<file path="config.mk">
export PLATFORM = sky130hd
export DESIGN_NAME = pc_unit
export DESIGN_NICKNAME = d
export VERILOG_FILES = /design/src/rtl/pc_unit.sv
export SDC_FILE = /design/constraint.sdc
export NUM_CORES = 1
export LEC_CHECK = 0
export CORE_UTILIZATION = 30
export DETAILED_ROUTE_END_ITERATION = 6
export PLACE_DENSITY = 0.61
export SETUP_SLACK_MARGIN = 0.1
export SYNTH_ARGS = -nofsm -noshare
export SYNTH_HDL_FRONTEND = slang
export SYNTH_SLANG_ARGS = --single-unit
</file>
<file path="constraint.sdc">
create_clock -name clk -period 3.9 [get_ports clk]
set_clock_uncertainty 0.15 [all_clocks]
set_input_delay 0.585 -clock clk [delete_from_list [all_inputs] [get_ports clk]]
set_output_delay 0.585 -clock clk [all_outputs]
set_load 0.03 [all_outputs]
</file>
<file path="src/rtl/pc_unit.sv">
// Program-counter unit for the fetch stage. It supports a reset vector, stall,
// branch/jump redirect, trap entry, a misaligned-target fault state, and a
// circular return-address stack for call/return prediction.
module pc_unit #(
  parameter int unsigned     XLEN         = 32,
  parameter logic [XLEN-1:0] RESET_VECTOR = '0,
  parameter int unsigned     INC          = 4,
  parameter int unsigned     ALIGN_BITS   = 2,
  parameter int unsigned     RAS_DEPTH    = 4
) (
  input  logic                             clk,
  input  logic                             rst,
  input  logic                             stall_i,
  input  logic                             redirect_i,
  input  logic [XLEN-1:0]                  redirect_tgt_i,
  input  logic                             push_i,
  input  logic                             pop_i,
  input  logic                             trap_i,
  input  logic [XLEN-1:0]                  trap_vec_i,
  output logic [XLEN-1:0]                  pc_o,
  output logic [XLEN-1:0]                  pc_inc_o,
  output logic                             fetch_valid_o,
  output logic                             fault_o,
  output logic                             ras_ovf_o,
  output logic                             ras_unf_o,
  output logic [$clog2(RAS_DEPTH+1)-1:0]   ras_count_o
);

  localparam int unsigned CNT_W = $clog2(RAS_DEPTH + 1);
  localparam int unsigned PTR_W = $clog2(RAS_DEPTH);
  localparam logic [XLEN-1:0] ALIGN_MASK = XLEN'((64'd1 << ALIGN_BITS) - 64'd1);

  typedef enum logic [1:0] {ST_BOOT, ST_RUN, ST_FAULT} state_e;

  state_e            state_q, state_d;
  logic [XLEN-1:0]   pc_q, pc_d;
  logic [CNT_W-1:0]  cnt_q, cnt_d;
  logic [PTR_W-1:0]  top_q, top_d;
  logic              ovf_q, ovf_d;
  logic              unf_q, unf_d;
  logic [XLEN-1:0]   ras_q [RAS_DEPTH];

  logic              ras_we;
  logic [PTR_W-1:0]  ras_widx;
  logic [XLEN-1:0]   ras_wdata;
  logic              do_push;
  logic [XLEN-1:0]   pc_inc;
  logic [XLEN-1:0]   trap_tgt;
  logic              tgt_misaligned;
  logic [PTR_W-1:0]  ptr_inc;
  logic [PTR_W-1:0]  ptr_dec;

  assign pc_inc         = pc_q + XLEN'(INC);
  assign trap_tgt       = trap_vec_i & ~ALIGN_MASK;
  assign tgt_misaligned = |(redirect_tgt_i & ALIGN_MASK);
  assign ptr_inc        = (top_q == PTR_W'(RAS_DEPTH - 1)) ? '0 : top_q + PTR_W'(1);
  assign ptr_dec        = (top_q == '0) ? PTR_W'(RAS_DEPTH - 1) : top_q - PTR_W'(1);

  // State and datapath registers; async reset returns everything to boot values
  always_ff @(posedge clk or posedge rst) begin
    if (rst) begin
      state_q <= ST_BOOT;
      pc_q    <= RESET_VECTOR;
      cnt_q   <= '0;
      top_q   <= '0;
      ovf_q   <= 1'b0;
      unf_q   <= 1'b0;
    end else begin
      state_q <= state_d;
      pc_q    <= pc_d;
      cnt_q   <= cnt_d;
      top_q   <= top_d;
      ovf_q   <= ovf_d;
      unf_q   <= unf_d;
    end
  end

  // RAS storage; contents are don't-care after reset, so no reset here
  always_ff @(posedge clk) begin
    if (ras_we) ras_q[ras_widx] <= ras_wdata;
  end

  // Next-state logic: boot lasts one edge, misaligned redirect faults, trap recovers
  always_comb begin
    state_d = state_q;
    unique case (state_q)
      ST_BOOT:  state_d = ST_RUN;
      ST_RUN:   if (!trap_i && !stall_i && redirect_i && tgt_misaligned) state_d = ST_FAULT;
      ST_FAULT: if (trap_i) state_d = ST_RUN;
      default:  state_d = ST_BOOT;
    endcase
  end

  // Datapath control: PC selection by priority and RAS push/pop bookkeeping
  always_comb begin
    pc_d      = pc_q;
    cnt_d     = cnt_q;
    top_d     = top_q;
    ovf_d     = 1'b0;
    unf_d     = 1'b0;
    ras_we    = 1'b0;
    ras_widx  = top_q;
    ras_wdata = pc_inc;
    do_push   = 1'b0;
    unique case (state_q)
      ST_RUN: begin
        if (trap_i) begin
          pc_d = trap_tgt;
        end else if (stall_i) begin
          pc_d = pc_q;
        end else if (redirect_i && tgt_misaligned) begin
          pc_d = pc_q;
        end else if (redirect_i) begin
          pc_d    = redirect_tgt_i;
          do_push = push_i;
        end else if (pop_i && (cnt_q != '0)) begin
          pc_d = ras_q[top_q];
          if (push_i) begin
            // Call in the same cycle as return: replace top in place
            ras_we = 1'b1;
          end else begin
            top_d = ptr_dec;
            cnt_d = cnt_q - CNT_W'(1);
          end
        end else begin
          pc_d    = pc_inc;
          unf_d   = pop_i;
          do_push = push_i;
        end
      end
      ST_FAULT: if (trap_i) pc_d = trap_tgt;
      default:  pc_d = pc_q;
    endcase
    // A push on a full stack overwrites the oldest entry and saturates the count
    if (do_push) begin
      ras_we   = 1'b1;
      ras_widx = ptr_inc;
      top_d    = ptr_inc;
      if (cnt_q == CNT_W'(RAS_DEPTH)) ovf_d = 1'b1;
      else                            cnt_d = cnt_q + CNT_W'(1);
    end
  end

  // Output decode from registered state
  always_comb begin
    fetch_valid_o = (state_q == ST_RUN);
    fault_o       = (state_q == ST_FAULT);
    pc_o          = pc_q;
    pc_inc_o      = pc_inc;
    ras_ovf_o     = ovf_q;
    ras_unf_o     = unf_q;
    ras_count_o   = cnt_q;
  end

endmodule
</file>
==> results of run 1 <==
worst register-to-register path, cell delays in order (launching register included):
cell,delay (ns)
dfrtp_1,0.41
inv_1,0.08
ha_1,0.24
nand2b_1,0.53
nand2_1,0.58
nand2_1,0.58
o21bai_1,0.14
a211oi_1,0.29
worst min-delay path by stage:
stage                         from             end  cells after the start
floorplan               state_q[1]      state_q[1]                      1
global placement        state_q[1]      state_q[1]                      1
detailed placement      state_q[1]      state_q[1]                      1
CTS                     state_q[1]      state_q[1]                      1
global route        ras_count_o[2]  ras_count_o[2]                      1
finish              ras_count_o[2]  ras_count_o[2]                      1
flip-flops by register name (all words and copies together) (netlist names):
register     flops
top_q            2
ras_q          128
ras_ovf_o        1
state_q          2
ras_count_o      3
ras_unf_o        1
pc_o            32
cell type report:
| cell class | instances | area, sq um |
|---|---|---|
| repair buffers | 167 | 1680 |
| clock buffers | 17 | 425 |
| inverters | 16 | 60.1 |
| multi-input cells | 413 | 3270 |
| well taps | 372 | 465 |
| clock inverters | 15 | 181 |
| flip-flops and latches | 169 | 4870 |
| fillers | 2619 | 16200 |
cells by family (layout without fill, tap and decap cells):
family	after synthesis	after routing	share of synthesized area (%)
xor+xnor	28	28	2.93
simple gates	185	185	12.2
buf+inv	56	215	3.78
mux	34	34	8.87
compound gates	157	157	12.7
flops	169	169	58.2
fa+ha+maj	9	9	1.35
where the power goes:
part           leakage [uW]  total, uW  switching (uW)  internal (uW)
clock network      0.000297       1760             785            972
logic               0.00186       4290            2590           1700
registers           0.00163       2780             393           2390
total               0.00378       8830            3770           5060
metrics by stage:
step / setup TNS, ns / setup slack, ns / hold WS [ns] / instance area, sq um / total power (uW)
after floorplan: -2.42 / -0.0253 / 0.336 / 8370 / 5390
after global placement: 0 / 0.477 / 0.363 / 10300 / 7020
after detailed placement: 0 / 0.387 / 0.366 / 10300 / 7060
after CTS: 0 / 0.0944 / 0.388 / 10900 / 8840
after global routing: 0 / 0.100 / 0.415 / 11000 / 9270
final: 0 / 0.220 / 0.379 / 11000 / 8830
cell usage in the layout, fill, tap and decap left out, types with 7 or more instances in the layout:
| cell | n |
|---|---|
| edfxtp_1 | 128 |
| xor2_1 | 7 |
| nand2_1 | 42 |
| nand3_1 | 34 |
| clkbuf_16 | 17 |
| and3_1 | 13 |
| o21ai_1 | 11 |
| inv_6 | 7 |
| nand4_1 | 13 |
| o22ai_1 | 9 |
| a22oi_1 | 8 |
| mux4_2 | 32 |
| clkdlybuf4s50_1 | 129 |
| xnor2_1 | 14 |
| o21a_1 | 7 |
| a211oi_1 | 10 |
| dfrtp_1 | 40 |
| o21ai_0 | 23 |
| nor3_1 | 7 |
| ha_1 | 9 |
| nor2_1 | 31 |
| buf_4 | 25 |
| a21oi_1 | 31 |
| inv_1 | 14 |
routing by layer:
metal  GRT usage [%]  vias up  share of wire, %
met5               0        -                 0
met4            5.88        0               1.8
met3            4.77       31               7.7
met2            30.9      282                48
met1            25.2     3147                42
li1                -     2788                 -
==> results.py, run 1 <==
metrics = {
    "clock_network": {
        "clk_pin_slew_ns": 0.07,
        "ctsHoldBuffers": 0,
        "numCtsBuffers": 17,
        "clock_sinks": 169,
        "cts_setup_buffers": 0,
        "htree_levels": 4,
        "cts_buffer_depth": 2,
        "cts-resized-gates": 4,
        "clk_latency_ns": 0.44,
        "clockRootBuffer": "clkbuf_16",
        "cts_tree": "built",
    },
    "routing": {
        "drt-total-wl_microns": 26800,
        "routedWlPerCell_microns": 22.9,
        "dr.pass1.iters": 7,
        "drt_iter0_markers": 533,
        "remaining_drc_errors": 0,
        "ant_nets": 0,
        "vias": 6248,
        "via_per_inst": 5.34,
    },
    "layout": {
        "drive_gt1_share_pct": 16.1,
        "syn_to_final_growth_pct": 31.0,
        "nets": 864,
        "n_antenna_cell": 0,
        "finalNonFillerCells": 1169,
        "fin_util_pct": 40.3,
    },
    "grt": {
        "grt_pass1_wl_microns": 39300,
        "grt_pass1_vias": 6144,
        "antenna_found_initial": 0,
        "track_usage_pct": 19.1,
        "grt_overflow": 0,
        "grt_max_degree": 42,
    },
    "worst_setup_path": {
        "reg2reg_depth": 7,
        "worstSetupStartpointType": "flop",
        "cp_max_fo": 6,
        "worstPathRequired_ns": 3.16,
        "critPathCapture": "pc_inc_o[15]",
        "worstSetupPathType": "flop to output pin",
        "cp-startpoint": "pc_o[12]",
        "crit_cells": 4,
        "crit_arrival_ns": 2.94,
        "worstSetupEndpointType": "output pin",
        "cp_slowest_cell": "clkdlybuf4s50_1",
        "cp_cell_sequence": "nand4_1, nor4_1, xor2_1, clkdlybuf4s50_1",
        "rrSetupSlack_ns": 0.79,
        "timing.critical_path.buf_inv": 1,
        "r2r-end": "pc_o[9]",
        "cp_top_family": "simple AND/OR/NAND/NOR gates",
        "r2r_start": "ras_count_o[0]",
        "critPathMaxStageDelay_ns": 0.77,
    },
    "timing": {
        "rsz0062_at_grt": "no",
        "max_slew.worst_pin.slew_ns": 1.00,
        "hold_viol": 0,
        "max_freq_mhz": 272,
        "relSlewSlack_pct": 33.0,
        "setup_violations": 0,
        "finalMaxSlewViolations": 0,
        "min_period_ns": 3.68,
        "fin_crit_sh_pct": 94.4,
    },
    "floorplanning": {
        "dieArea_sq_um": 28600,
        "core_area_sq_um": 27200,
        "rows": 60,
        "die_h_microns": 169,
        "ios": 142,
        "initial_core_util_pct": 30.8,
        "fp.dieW_microns": 169,
    },
    "synthesis": {
        "synthTopCellsByArea": "edfxtp_1, dfrtp_1, mux4_2",
        "syn_nets": 718,
        "synth.largest_area_cell": "edfxtp_1",
        "ys_seq_elements": 169,
        "yosysSeqAreaShare_pct": 58.2,
        "avgSynthCellArea_sq_um": 13.1,
        "synth_top_area_share_pct": 45.9,
        "yosysMostFrequentCell": "edfxtp_1",
        "synth_common_cells": "edfxtp_1, nand2_1, dfrtp_1",
        "ys_types": 77,
        "syn_area_sq_um": 8370,
        "synth-edff-count": 128,
        "ys_warn_count": 0,
        "synth_cells": 638,
        "ys.flop_type": "edfxtp_1",
        "synthArstFlopShare_pct": 24.3,
    },
    "power_and_ir_drop": {
        "ir_drop_v": 0.000355,
        "powerDensity_nw_per_um2": 806,
        "power.leakage_uw": 0.00378,
    },
    "placement": {
        "globalplace.congestion": 0.845,
        "hpwl_microns": 18700,
        "placed_cells": 1137,
        "io_buffers": 139,
    },
    "min_path": {
        "hp-class": "flop to flop",
    },
    "run_status": {
        "status": "finished, final reports clean",
    },
    "run": {
        "cap_viol_max_count": 0,
    },
}
No activity file was read; power rests on OpenSTA's default activity.
==> run 2, diff against run 1 <==
--- a/config.mk
+++ b/config.mk
@@ -5,6 +5,7 @@
 export SDC_FILE = /design/constraint.sdc
 export NUM_CORES = 1
 export LEC_CHECK = 0
+export ABC_CLOCK_PERIOD_IN_PS = 3900
 export CORE_UTILIZATION = 30
 export DETAILED_ROUTE_END_ITERATION = 6
 export PLACE_DENSITY = 0.61
==> results of run 2 <==
No change in the layout: final DEF, timing and power equal those of run 1.
==> run 3, diff against run 2 <==
--- a/config.mk
+++ b/config.mk
@@ -6,9 +6,9 @@
 export NUM_CORES = 1
 export LEC_CHECK = 0
 export ABC_CLOCK_PERIOD_IN_PS = 3900
-export CORE_UTILIZATION = 30
+export CORE_UTILIZATION = 48
 export DETAILED_ROUTE_END_ITERATION = 6
-export PLACE_DENSITY = 0.61
+export PLACE_DENSITY = 0.85
 export SETUP_SLACK_MARGIN = 0.1
 export SYNTH_ARGS = -nofsm -noshare
 export SYNTH_HDL_FRONTEND = slang
==> run 3 against run 2 <==
Net effect: global-route usage rose by 9.1 points; core utilization up 24 points; cell area down 2.0%; critical endpoint is now pc_inc_o[19]; clock power increased by 6%; power decreased by 0.20%; register-to-register slack improved by 0.18 ns; sequential cell count is the same; wire length down 7.4%.
==> results.py, run 3 (synthesis results as in run 1) <==
metrics = {
    "run_status": {
        "status": "finished, final reports clean",
    },
    "routing": {
        "routedWlPerCell_microns": 24.4,
        "drt-total-wl_microns": 24800,
        "dr.pass1.iters": 5,
        "ant_nets": 0,
        "remaining_drc_errors": 0,
        "vias": 6557,
        "via_per_inst": 6.46,
        "drt_iter0_markers": 843,
    },
    "placement": {
        "hpwl_microns": 16800,
        "placed_cells": 981,
        "globalplace.congestion": 0.942,
        "io_buffers": 139,
        "place_area_sq_um": 10000,
    },
    "timing": {
        "rsz0062_at_grt": "yes",
        "min_period_ns": 3.73,
        "max_slew.worst_pin.slew_ns": 1.00,
        "relSlewSlack_pct": 33.0,
        "tns_ns": 0,
        "fin_crit_sh_pct": 95.8,
        "finalMaxSlewViolations": 0,
        "setup_violations": 0,
        "max_freq_mhz": 268,
        "hold_viol": 0,
    },
    "power_and_ir_drop": {
        "p_total_uw": 8810,
        "powerDensity_nw_per_um2": 820,
        "seqPwrFrac_pct": 32.3,
        "combPwrFrac_pct": 46.6,
        "internal_power_uw": 5150,
        "power.share.clock_pct": 21.1,
        "swShare_pct": 41.5,
        "p_switching_uw": 3650,
        "ir_drop_v": 0.000529,
        "power.leakage_uw": 0.00374,
    },
    "clock_network": {
        "cts_buffer_depth": 2,
        "clk_latency_ns": 0.43,
        "cts_tree": "built",
        "htree_levels": 4,
        "clk_pin_slew_ns": 0.06,
        "clock_sinks": 169,
        "numCtsBuffers": 17,
        "clockRootBuffer": "clkbuf_16",
        "ctsHoldBuffers": 0,
    },
    "layout": {
        "largest_reg_flops": 128,
        "nets": 862,
        "final_cell_mix": "clkdlybuf4s50_1, edfxtp_1, nand2_1",
        "finalNonFillerCells": 1015,
        "layout_commonest_cell": "clkdlybuf4s50_1",
        "drive_gt1_share_pct": 15.5,
        "regMostFlops": "ras_q",
        "final_area_sq_um": 10700,
        "syn_to_final_growth_pct": 28.4,
        "fin_util_pct": 63.9,
        "n_antenna_cell": 0,
    },
    "worst_setup_path": {
        "worstSetupStartpointType": "flop",
        "crit_arrival_ns": 3.00,
        "reg2reg_depth": 8,
        "cp_slowest_cell": "clkdlybuf4s50_1",
        "r2r-end": "ras_q[2][20]",
        "worstSetupPathType": "flop to output pin",
        "critPathMaxStageDelay_ns": 0.76,
        "cp_max_fo": 7,
        "worstSetupEndpointType": "output pin",
        "cp_cell_sequence": "nand4_1, nor4_2, nand3_1, xnor2_2, clkdlybuf4s50_1",
        "rrSetupSlack_ns": 0.97,
        "r2r_start": "ras_count_o[0]",
        "worstPathRequired_ns": 3.16,
    },
    "min_path": {
        "hp-class": "flop to flop",
        "hold_start": "ras_count_o[2]",
        "holdPathStages": 1,
        "whs_endpoint": "ras_count_o[2]",
    },
    "floorplanning": {
        "initial_core_util_pct": 49.7,
        "ios": 142,
        "dieArea_sq_um": 18000,
        "rows": 47,
        "die_h_microns": 134,
        "core_area_sq_um": 16800,
        "fp.dieW_microns": 134,
    },
    "grt": {
        "grt_pass1_wl_microns": 36800,
        "grt_max_degree": 42,
        "grt_pass1_vias": 6328,
        "grt_overflow": 0,
        "antenna_found_initial": 0,
        "track_usage_pct": 28.2,
    },
    "run": {
        "cap_viol_max_count": 0,
    },
}
-- run 3: cell count changes in the layout (fill, tap and decap cells not counted), sizes merged --
cell and delta:
clkdlybuf4s50 +4, buf -5, clkinv +1, dlymetal6s2s -2, dlygate4sd2 +1, inv -4, bufinv +3
-- run 3: area by class of cell --
| type | count | area [sq um] |
|---|---|---|
| clock inverter | 15 | 220 |
| tap | 220 | 275 |
| timing repair buffer | 165 | 1630 |
| fill | 1264 | 6080 |
| multi-input combinational | 413 | 3260 |
| inverter | 16 | 60.1 |
| clock buffer | 17 | 425 |
| sequential | 169 | 4870 |
-- run 3: worst max-delay path by stage --
| stage | from | endpoint | slack [ns] | cells after the start |
|---|---|---|---|---|
| floorplan | state_q[1] | ras_q[2][0] | -0.03 | 7 |
| global placement | pc_o[2] | pc_inc_o[28] | 0.49 | 7 |
| detailed placement | pc_o[2] | pc_inc_o[28] | 0.44 | 7 |
| CTS | pc_o[2] | pc_inc_o[28] | 0.08 | 7 |
| global route | pc_o[10] | pc_inc_o[19] | 0.05 | 5 |
| finish | pc_o[11] | pc_inc_o[19] | 0.17 | 5 |
-- run 3: power groups by stage --
| stage | logic (uW) | registers [uW] | clock network, uW |
|---|---|---|---|
| 2_1_floorplan | 2400 | 2990 | 0 |
| 3_3_place_gp | 3910 | 2840 | 0 |
| 3_5_place_dp | 3990 | 2860 | 0 |
| 4_1_cts | 4030 | 2830 | 1870 |
| 5_1_grt | 4330 | 2890 | 1950 |
| 6_report | 4100 | 2850 | 1860 |
-- run 3: per-stage QoR --
step                hold slack (ns)  worst slack (ns)
finish                        0.388             0.166
CTS                           0.385            0.0784
floorplan                     0.336           -0.0253
global placement              0.365             0.489
detailed placement            0.384             0.439
global route                  0.409            0.0509
-- run 3: critical path, delay by kind of cell, from the launching register on --
family	cells	cell delay (ns)
simple gates	3	0.97
flops	1	0.50
buf+inv	1	0.76
xor+xnor	1	0.34
-- run 3: layer usage --
layer	global-route usage (%)	routed length [microns]	vias up
li1	-	-	2794
met3	6.84	2860	63
met4	11.0	723	0
met2	44.5	11900	474
met1	37.9	9330	3226
met5	0	0	-
-- run 3: timing repair --
action                                  in CTS  in global routing
setup buffers                                0                  2
resized for setup                            5                  9
endpoints found under the setup margin       5                 12
gates cloned                                 0                  0
